--- config.mk ---
export PLATFORM = sky130hd
export DESIGN_NAME = mem_miss_handler
export DESIGN_NICKNAME = d
export VERILOG_FILES = /design/src/rtl/mem_miss_pkg.sv /design/src/rtl/mem_access_tracker.sv /design/src/rtl/mem_miss_handler.sv
export SDC_FILE = /design/constraint.sdc
export NUM_CORES = 1
export LEC_CHECK = 0
export ABC_CLOCK_PERIOD_IN_PS = 3700
export BUFFER_PORTS_ARGS = -buffer_cell sky130_fd_sc_hd__buf_2
export CORE_AREA = 2 2 203 205
export CTS_CLUSTER_DIAMETER = 60
export DETAILED_ROUTE_END_ITERATION = 6
export DIE_AREA = 0 0 205 207
export GPL_TIMING_DRIVEN = 0
export PLACE_DENSITY = 0.71
export SYNTH_ARGS = -nofsm -noshare
export SYNTH_HDL_FRONTEND = slang
export SYNTH_SLANG_ARGS = --single-unit
--- constraint.sdc ---
create_clock -name clk -period 3.7 [get_ports clk]
set_input_delay 0.37 -clock clk [delete_from_list [all_inputs] [get_ports clk]]
set_output_delay 0.37 -clock clk [all_outputs]
set_load 0.005 [all_outputs]
--- src/rtl/mem_miss_pkg.sv ---
// Shared types and constants for the cache-miss sequencer.
package mem_miss_pkg;

    typedef enum logic [2:0] {
        S_IDLE   = 3'd0,
        S_WB     = 3'd1,
        S_WB_GAP = 3'd2,
        S_RF     = 3'd3,
        S_DONE   = 3'd4,
        S_ERR    = 3'd5
    } mm_state_e;

    localparam int LINE_BYTES          = 16;
    localparam int WORDS_PER_LINE      = 4;
    localparam int OFFSET_BITS         = $clog2(LINE_BYTES);
    localparam int DEFAULT_MEM_TIMEOUT = 16;

    function automatic logic [31:0] victim_word(input logic [127:0] line, input logic [1:0] k);
        return line[{k, 5'b00000} +: 32];
    endfunction

endpackage

--- src/rtl/mem_access_tracker.sv ---
// Tracks one memory access: the ready-low handshake flag and the timeout counter.
module mem_access_tracker #(
    parameter int MEM_TIMEOUT = 16
) (
    input  logic clk,
    input  logic rst,
    input  logic clr,
    input  logic req,
    input  logic mem_ready,
    output logic complete,
    output logic timeout
);

    localparam logic [7:0] CNT_LAST = 8'(MEM_TIMEOUT - 1);

    logic       seen_low_q, seen_low_d;
    logic [7:0] cnt_q, cnt_d;

    // Both restart whenever no request is on the bus, so each access starts fresh.
    always_comb begin
        seen_low_d = seen_low_q;
        cnt_d      = cnt_q;
        if (clr || !req) begin
            seen_low_d = 1'b0;
            cnt_d      = 8'd0;
        end else begin
            cnt_d = cnt_q + 8'd1;
            if (!mem_ready) begin
                seen_low_d = 1'b1;
            end else begin
                seen_low_d = seen_low_q;
            end
        end
    end

    always_ff @(posedge clk or negedge rst) begin
        if (!rst) begin
            seen_low_q <= 1'b0;
            cnt_q      <= 8'd0;
        end else begin
            seen_low_q <= seen_low_d;
            cnt_q      <= cnt_d;
        end
    end

    // A ready-high before any low sample is the idle level, not a completion.
    assign complete = req & seen_low_q & mem_ready;
    assign timeout  = req & ~complete & (cnt_q == CNT_LAST);

endmodule

--- src/rtl/mem_miss_handler.sv ---
// Cache-miss sequencer: optional four-word victim writeback, then one block refill.
module mem_miss_handler
    import mem_miss_pkg::*;
#(
    parameter int MEM_TIMEOUT = DEFAULT_MEM_TIMEOUT
) (
    input  logic         clk,
    input  logic         rst,
    input  logic         clr,
    input  logic         miss_req,
    input  logic [31:0]  miss_addr,
    input  logic         dirty,
    input  logic [31:0]  victim_addr,
    input  logic [127:0] victim_data,
    output logic         miss_ack,
    output logic         refill_valid,
    output logic [127:0] refill_data,
    output logic         busy,
    output logic         err,
    output logic         mem_read,
    output logic         mem_write,
    output logic [31:0]  mem_addr,
    output logic [31:0]  mem_wdata,
    input  logic [127:0] mem_block_rdata,
    input  logic         mem_ready,
    output logic         mem_clr
);

    localparam logic [1:0] LAST_WORD = 2'(WORDS_PER_LINE - 1);

    mm_state_e state_q, state_d;
    logic [1:0]             k_q, k_d;
    logic [31:OFFSET_BITS]  miss_line_q, miss_line_d;
    logic [31:OFFSET_BITS]  victim_line_q, victim_line_d;
    logic [127:0]           victim_data_q, victim_data_d;
    logic [127:0]           refill_data_q, refill_data_d;
    logic                   miss_ack_q, miss_ack_d, refill_valid_q, refill_valid_d;
    logic                   busy_q, busy_d, err_q, err_d, mem_clr_q, mem_clr_d;
    logic                   mem_read_q, mem_read_d, mem_write_q, mem_write_d;
    logic [31:0]            mem_addr_q, mem_addr_d, mem_wdata_q, mem_wdata_d;
    logic                   acc_complete_s, acc_timeout_s;
    logic                   unused_s;

    assign unused_s = ^{miss_addr[OFFSET_BITS-1:0], victim_addr[OFFSET_BITS-1:0]};

    mem_access_tracker #(.MEM_TIMEOUT(MEM_TIMEOUT)) u_tracker (
        .clk       (clk),
        .rst       (rst),
        .clr       (clr),
        .req       (mem_read_q | mem_write_q),
        .mem_ready (mem_ready),
        .complete  (acc_complete_s),
        .timeout   (acc_timeout_s)
    );

    // State register.
    always_ff @(posedge clk or negedge rst) begin
        if (!rst) begin
            state_q <= S_IDLE;
        end else begin
            state_q <= state_d;
        end
    end

    // Next-state and latched-context logic; clr overrides everything.
    always_comb begin
        state_d       = state_q;
        k_d           = k_q;
        miss_line_d   = miss_line_q;
        victim_line_d = victim_line_q;
        victim_data_d = victim_data_q;
        refill_data_d = refill_data_q;
        if (clr) begin
            state_d = S_IDLE;
            k_d     = 2'd0;
        end else begin
            case (state_q)
                S_IDLE: begin
                    if (miss_req) begin
                        miss_line_d   = miss_addr[31:OFFSET_BITS];
                        victim_line_d = victim_addr[31:OFFSET_BITS];
                        victim_data_d = victim_data;
                        k_d           = 2'd0;
                        state_d       = dirty ? S_WB : S_RF;
                    end else begin
                        state_d = S_IDLE;
                    end
                end
                S_WB: begin
                    if (acc_timeout_s)       state_d = S_ERR;
                    else if (acc_complete_s) state_d = S_WB_GAP;
                    else                     state_d = S_WB;
                end
                S_WB_GAP: begin
                    if (k_q == LAST_WORD) begin
                        state_d = S_RF;
                    end else begin
                        k_d     = k_q + 2'd1;
                        state_d = S_WB;
                    end
                end
                S_RF: begin
                    if (acc_timeout_s) begin
                        state_d = S_ERR;
                    end else if (acc_complete_s) begin
                        refill_data_d = mem_block_rdata;
                        state_d       = S_DONE;
                    end else begin
                        state_d = S_RF;
                    end
                end
                S_DONE:  state_d = S_IDLE;
                S_ERR:   state_d = S_ERR;
                default: state_d = S_IDLE;
            endcase
        end
    end

    // Outputs decoded from the next state so every output leaves a flop.
    always_comb begin
        mem_read_d     = (state_d == S_RF);
        mem_write_d    = (state_d == S_WB);
        miss_ack_d     = (state_d == S_DONE);
        refill_valid_d = (state_d == S_DONE);
        busy_d         = (state_d != S_IDLE);
        err_d          = (state_d == S_ERR);
        mem_clr_d      = clr | acc_timeout_s;
        mem_addr_d     = mem_addr_q;
        mem_wdata_d    = mem_wdata_q;
        if (state_d == S_WB) begin
            mem_addr_d  = {victim_line_d, k_d, 2'b00};
            mem_wdata_d = victim_word(victim_data_d, k_d);
        end else if (state_d == S_RF) begin
            mem_addr_d  = {miss_line_d, {OFFSET_BITS{1'b0}}};
        end else begin
            mem_addr_d  = mem_addr_q;
        end
    end

    always_ff @(posedge clk or negedge rst) begin
        if (!rst) begin
            k_q            <= 2'd0;
            miss_line_q    <= '0;
            victim_line_q  <= '0;
            victim_data_q  <= 128'd0;
            refill_data_q  <= 128'd0;
            miss_ack_q     <= 1'b0;
            refill_valid_q <= 1'b0;
            busy_q         <= 1'b0;
            err_q          <= 1'b0;
            mem_clr_q      <= 1'b0;
            mem_read_q     <= 1'b0;
            mem_write_q    <= 1'b0;
            mem_addr_q     <= 32'd0;
            mem_wdata_q    <= 32'd0;
        end else begin
            k_q            <= k_d;
            miss_line_q    <= miss_line_d;
            victim_line_q  <= victim_line_d;
            victim_data_q  <= victim_data_d;
            refill_data_q  <= refill_data_d;
            miss_ack_q     <= miss_ack_d;
            refill_valid_q <= refill_valid_d;
            busy_q         <= busy_d;
            err_q          <= err_d;
            mem_clr_q      <= mem_clr_d;
            mem_read_q     <= mem_read_d;
            mem_write_q    <= mem_write_d;
            mem_addr_q     <= mem_addr_d;
            mem_wdata_q    <= mem_wdata_d;
        end
    end

    assign miss_ack     = miss_ack_q;
    assign refill_valid = refill_valid_q;
    assign refill_data  = refill_data_q;
    assign busy         = busy_q;
    assign err          = err_q;
    assign mem_read     = mem_read_q;
    assign mem_write    = mem_write_q;
    assign mem_addr     = mem_addr_q;
    assign mem_wdata    = mem_wdata_q;
    assign mem_clr      = mem_clr_q;

endmodule

==> impl_metrics.json <==
{
  "final_common_cell": "buf_2",
  "drt-initial-drc-count": 992,
  "fill_cells": 3396,
  "track_usage_pct": 26.2,
  "fp-row-count": 74,
  "drc": 0,
  "worstMarginPinSlew_ns": 0.870,
  "num_vias": 13621,
  "ff2ff_setup_slack_ns": 0.43,
  "skew_ns": 0.0218,
  "area_growth_pct": 33.1,
  "post-route-period-util_pct": 88.4,
  "core-area_mm2": 0.0404,
  "insertion_delay_ns": 0.58,
  "grt_antenna_before_repair": 13,
  "p_comb_share_pct": 19.2,
  "fin_nets": 2234,
  "dieArea_mm2": 0.0424,
  "fin_setup_tns_ns": 0,
  "root_buffer": "clkbuf_16",
  "status": "finished, final reports clean",
  "cts-buffers-inserted": 46,
  "hold_class": "primary input to flop",
  "finalInstanceArea_mm2": 0.0221,
  "layout_common_cells": "516 x buf_2, 394 x dfrtp_1, 195 x mux2_2",
  "die_height_um": 207,
  "crit_fanout": 12,
  "synth.top_cell.area_share_pct": 59.3,
  "cts_num_sinks": 394,
  "seqPwrFrac_pct": 44.3,
  "io_pins": 525,
  "start_util_pct": 41.2,
  "place_congestion": 0.919,
  "period_needed_ns": 3.27,
  "dp_hpwl_mm": 40.6,
  "dieWidth_um": 205,
  "whs_ns": 0.0276,
  "start_kind": "flop",
  "critPathArrivalTime_ns": 3.73,
  "synth_warnings": 0,
  "switching_share_pct": 27.7,
  "ys_ff_latch": 394,
  "cap_violations": 0,
  "synth_largest_area_cell": "dfrtp_1",
  "relSlewSlack_pct": 42.0,
  "setup_viol": 0,
  "synth_area_leaders": "dfrtp_1 59%, mux2_2 13%, mux2_1 7.4%, o2111ai_1 3.4%, o211ai_1 2.9%",
  "rsz0062_at_grt": "false",
  "synth_cells": 1276,
  "max_freq_ghz": 0.306,
  "syn_area_mm2": 0.0166,
  "end_kind": "flop",
  "route.antenna.remaining_nets": 0,
  "grt_pass1_vias": 14402,
  "wl_mm": 56.4,
  "yosysUniqueCellTypes": 42,
  "hold_viol": 0,
  "viasPerCell": 5.49,
  "ys_seq_area_share_pct": 59.3,
  "htree_levels": 2,
  "dr.pass1.iters": 7,
  "wl_per_cell_um": 22.7,
  "syn_avg_cell_area_um2": 13.0,
  "ir_worst_vdd_v": 0.000353,
  "drive_gt1_share_pct": 41.7,
  "maxSlewViolCount": 0,
  "p_leak_uw": 0.0106,
  "p_clk_share_pct": 36.5,
  "clk_pin_slew_ns": 0.06,
  "grt_max_degree": 121,
  "grt_pass1_wl_mm": 84.9,
  "cts_tree": "done",
  "power.switching_uw": 3390,
  "required_ns": 4.16,
  "p_per_area_mw_per_mm2": 553,
  "place_area_mm2": 0.0200,
  "critPathKind": "flop to flop",
  "port_buffers": 513,
  "p_int_uw": 8850,
  "grt-ovfl-total": 0,
  "cts_buffer_depth": 3
}
state kept, by name, indices dropped and copies added, names as in the netlist:
name,count
mem_read,1
refill_data,128
mem_addr,30
mem_clr,1
mem_wdata,32
state_q,3
victim_line_q,28
k_q,2
err,1
refill_valid,1
busy,1
victim_data_q,128
miss_line_q,28
mem_write,1
u_tracker.cnt_q,8
u_tracker.seen_low_q,1
layout make-up:
cell class | instances | area (um2) | area share, %
Tap cell | 532 | 666 | 3.01
Multi-Input combinational cell | 757 | 6180 | 27.9
Timing Repair Buffer | 583 | 3330 | 15.1
Clock inverter | 18 | 208 | 0.939
Antenna cell | 9 | 22.5 | 0.102
Clock buffer | 62 | 1260 | 5.71
Inverter | 8 | 30.0 | 0.136
Buffer | 117 | 567 | 2.56
Sequential cell | 394 | 9860 | 44.6
worst max-delay path, cell delays in order (launching register included):
cell and delay, ns:
dfrtp_1 0.37, clkbuf_1 0.36, nor2_1 0.12, nand2_1 0.59, clkdlybuf4s15_1 0.76, mux2_2 0.42
mux2_2 0.27, mux2_2 0.25
synth_stat cells, drive strengths merged:
library cell    n
a31oi          64
clkinv          1
dfrtp         394
o21ba           1
nand3          68
or3b            1
ha              1
o211ai         65
nand2          70
a221o           1
or4b            1
nor3            1
xnor2           4
nor3b           2
nand4           2
a21bo           2
and3            5
inv             7
or4             1
o221ai          1
o21ai          68
o311a           1
nor2           16
o21a            1
mux2          304
a21oi           2
or2             1
o21bai          1
a21o            1
clkbuf         94
conb            1
xor2            2
o31a            1
o41ai           1
nand2b          2
o2111ai        64
buf            24
worst paths after layout:
path,startpoint,end,cells after the start
min reg2reg,u_tracker.cnt_q[0],u_tracker.cnt_q[0],1
max reg2reg,state_q[1],mem_addr[30],7
max in group asynchronous,rst,refill_data[29],4
min,mem_block_rdata[73],refill_data[73],2
min in group asynchronous,rst,mem_wdata[6],2
max,state_q[1],mem_addr[30],7
metal layers:
metal	part of all wire [%]	GRT usage (%)
met5	0.13	0.576
met4	6.4	15.6
met3	9.3	8.72
met2	47	42.3
met1	37	30.3
cell families after synthesis:
family / after synthesis / synth area share [%]
AOI/OAI and AO/OA: 274 / 11.4
xor gates and xnor gates: 6 / 0.316
adders and majority gates: 1 / 0.0752
buffers and inverters: 126 / 3.57
DFF: 394 / 59.3
muxes: 304 / 20.6
other: 1 / 0.0226
and+or+nand+nor: 170 / 4.71
power groups by stage:
| stage | clock (uW) | combinational [uW] | sequential, uW |
|---|---|---|---|
| 3_3_place_gp | 0 | 2190 | 5470 |
| 6_report | 4470 | 2350 | 5430 |
| 5_1_grt | 4740 | 2560 | 5500 |
| 4_1_cts | 4560 | 2340 | 5420 |
| 3_5_place_dp | 0 | 2270 | 5490 |
| 2_1_floorplan | 0 | 1190 | 5440 |
timing repair:
item | CTS | global route
setup endpoints to repair | 0 | 6
hold endpoints to repair | 144 | 0
hold buffers | 67 | 0
gates resized for setup | 0 | 2
setup buffers | 0 | 0
stage by stage:
stage	util (%)	setup WS (ns)	cells	power [uW]
3_5_place_dp	49.4	0.0544	2325	7760
4_1_cts	54.7	0.0706	2472	12300
3_3_place_gp	49.2	-5.37	2322	7660
6_report	54.8	0.429	2480	12200
2_1_floorplan	-	1.01	1277	6630
5_1_grt	54.8	0.118	2478	12800
No activity file was read; power rests on OpenSTA's default activity.
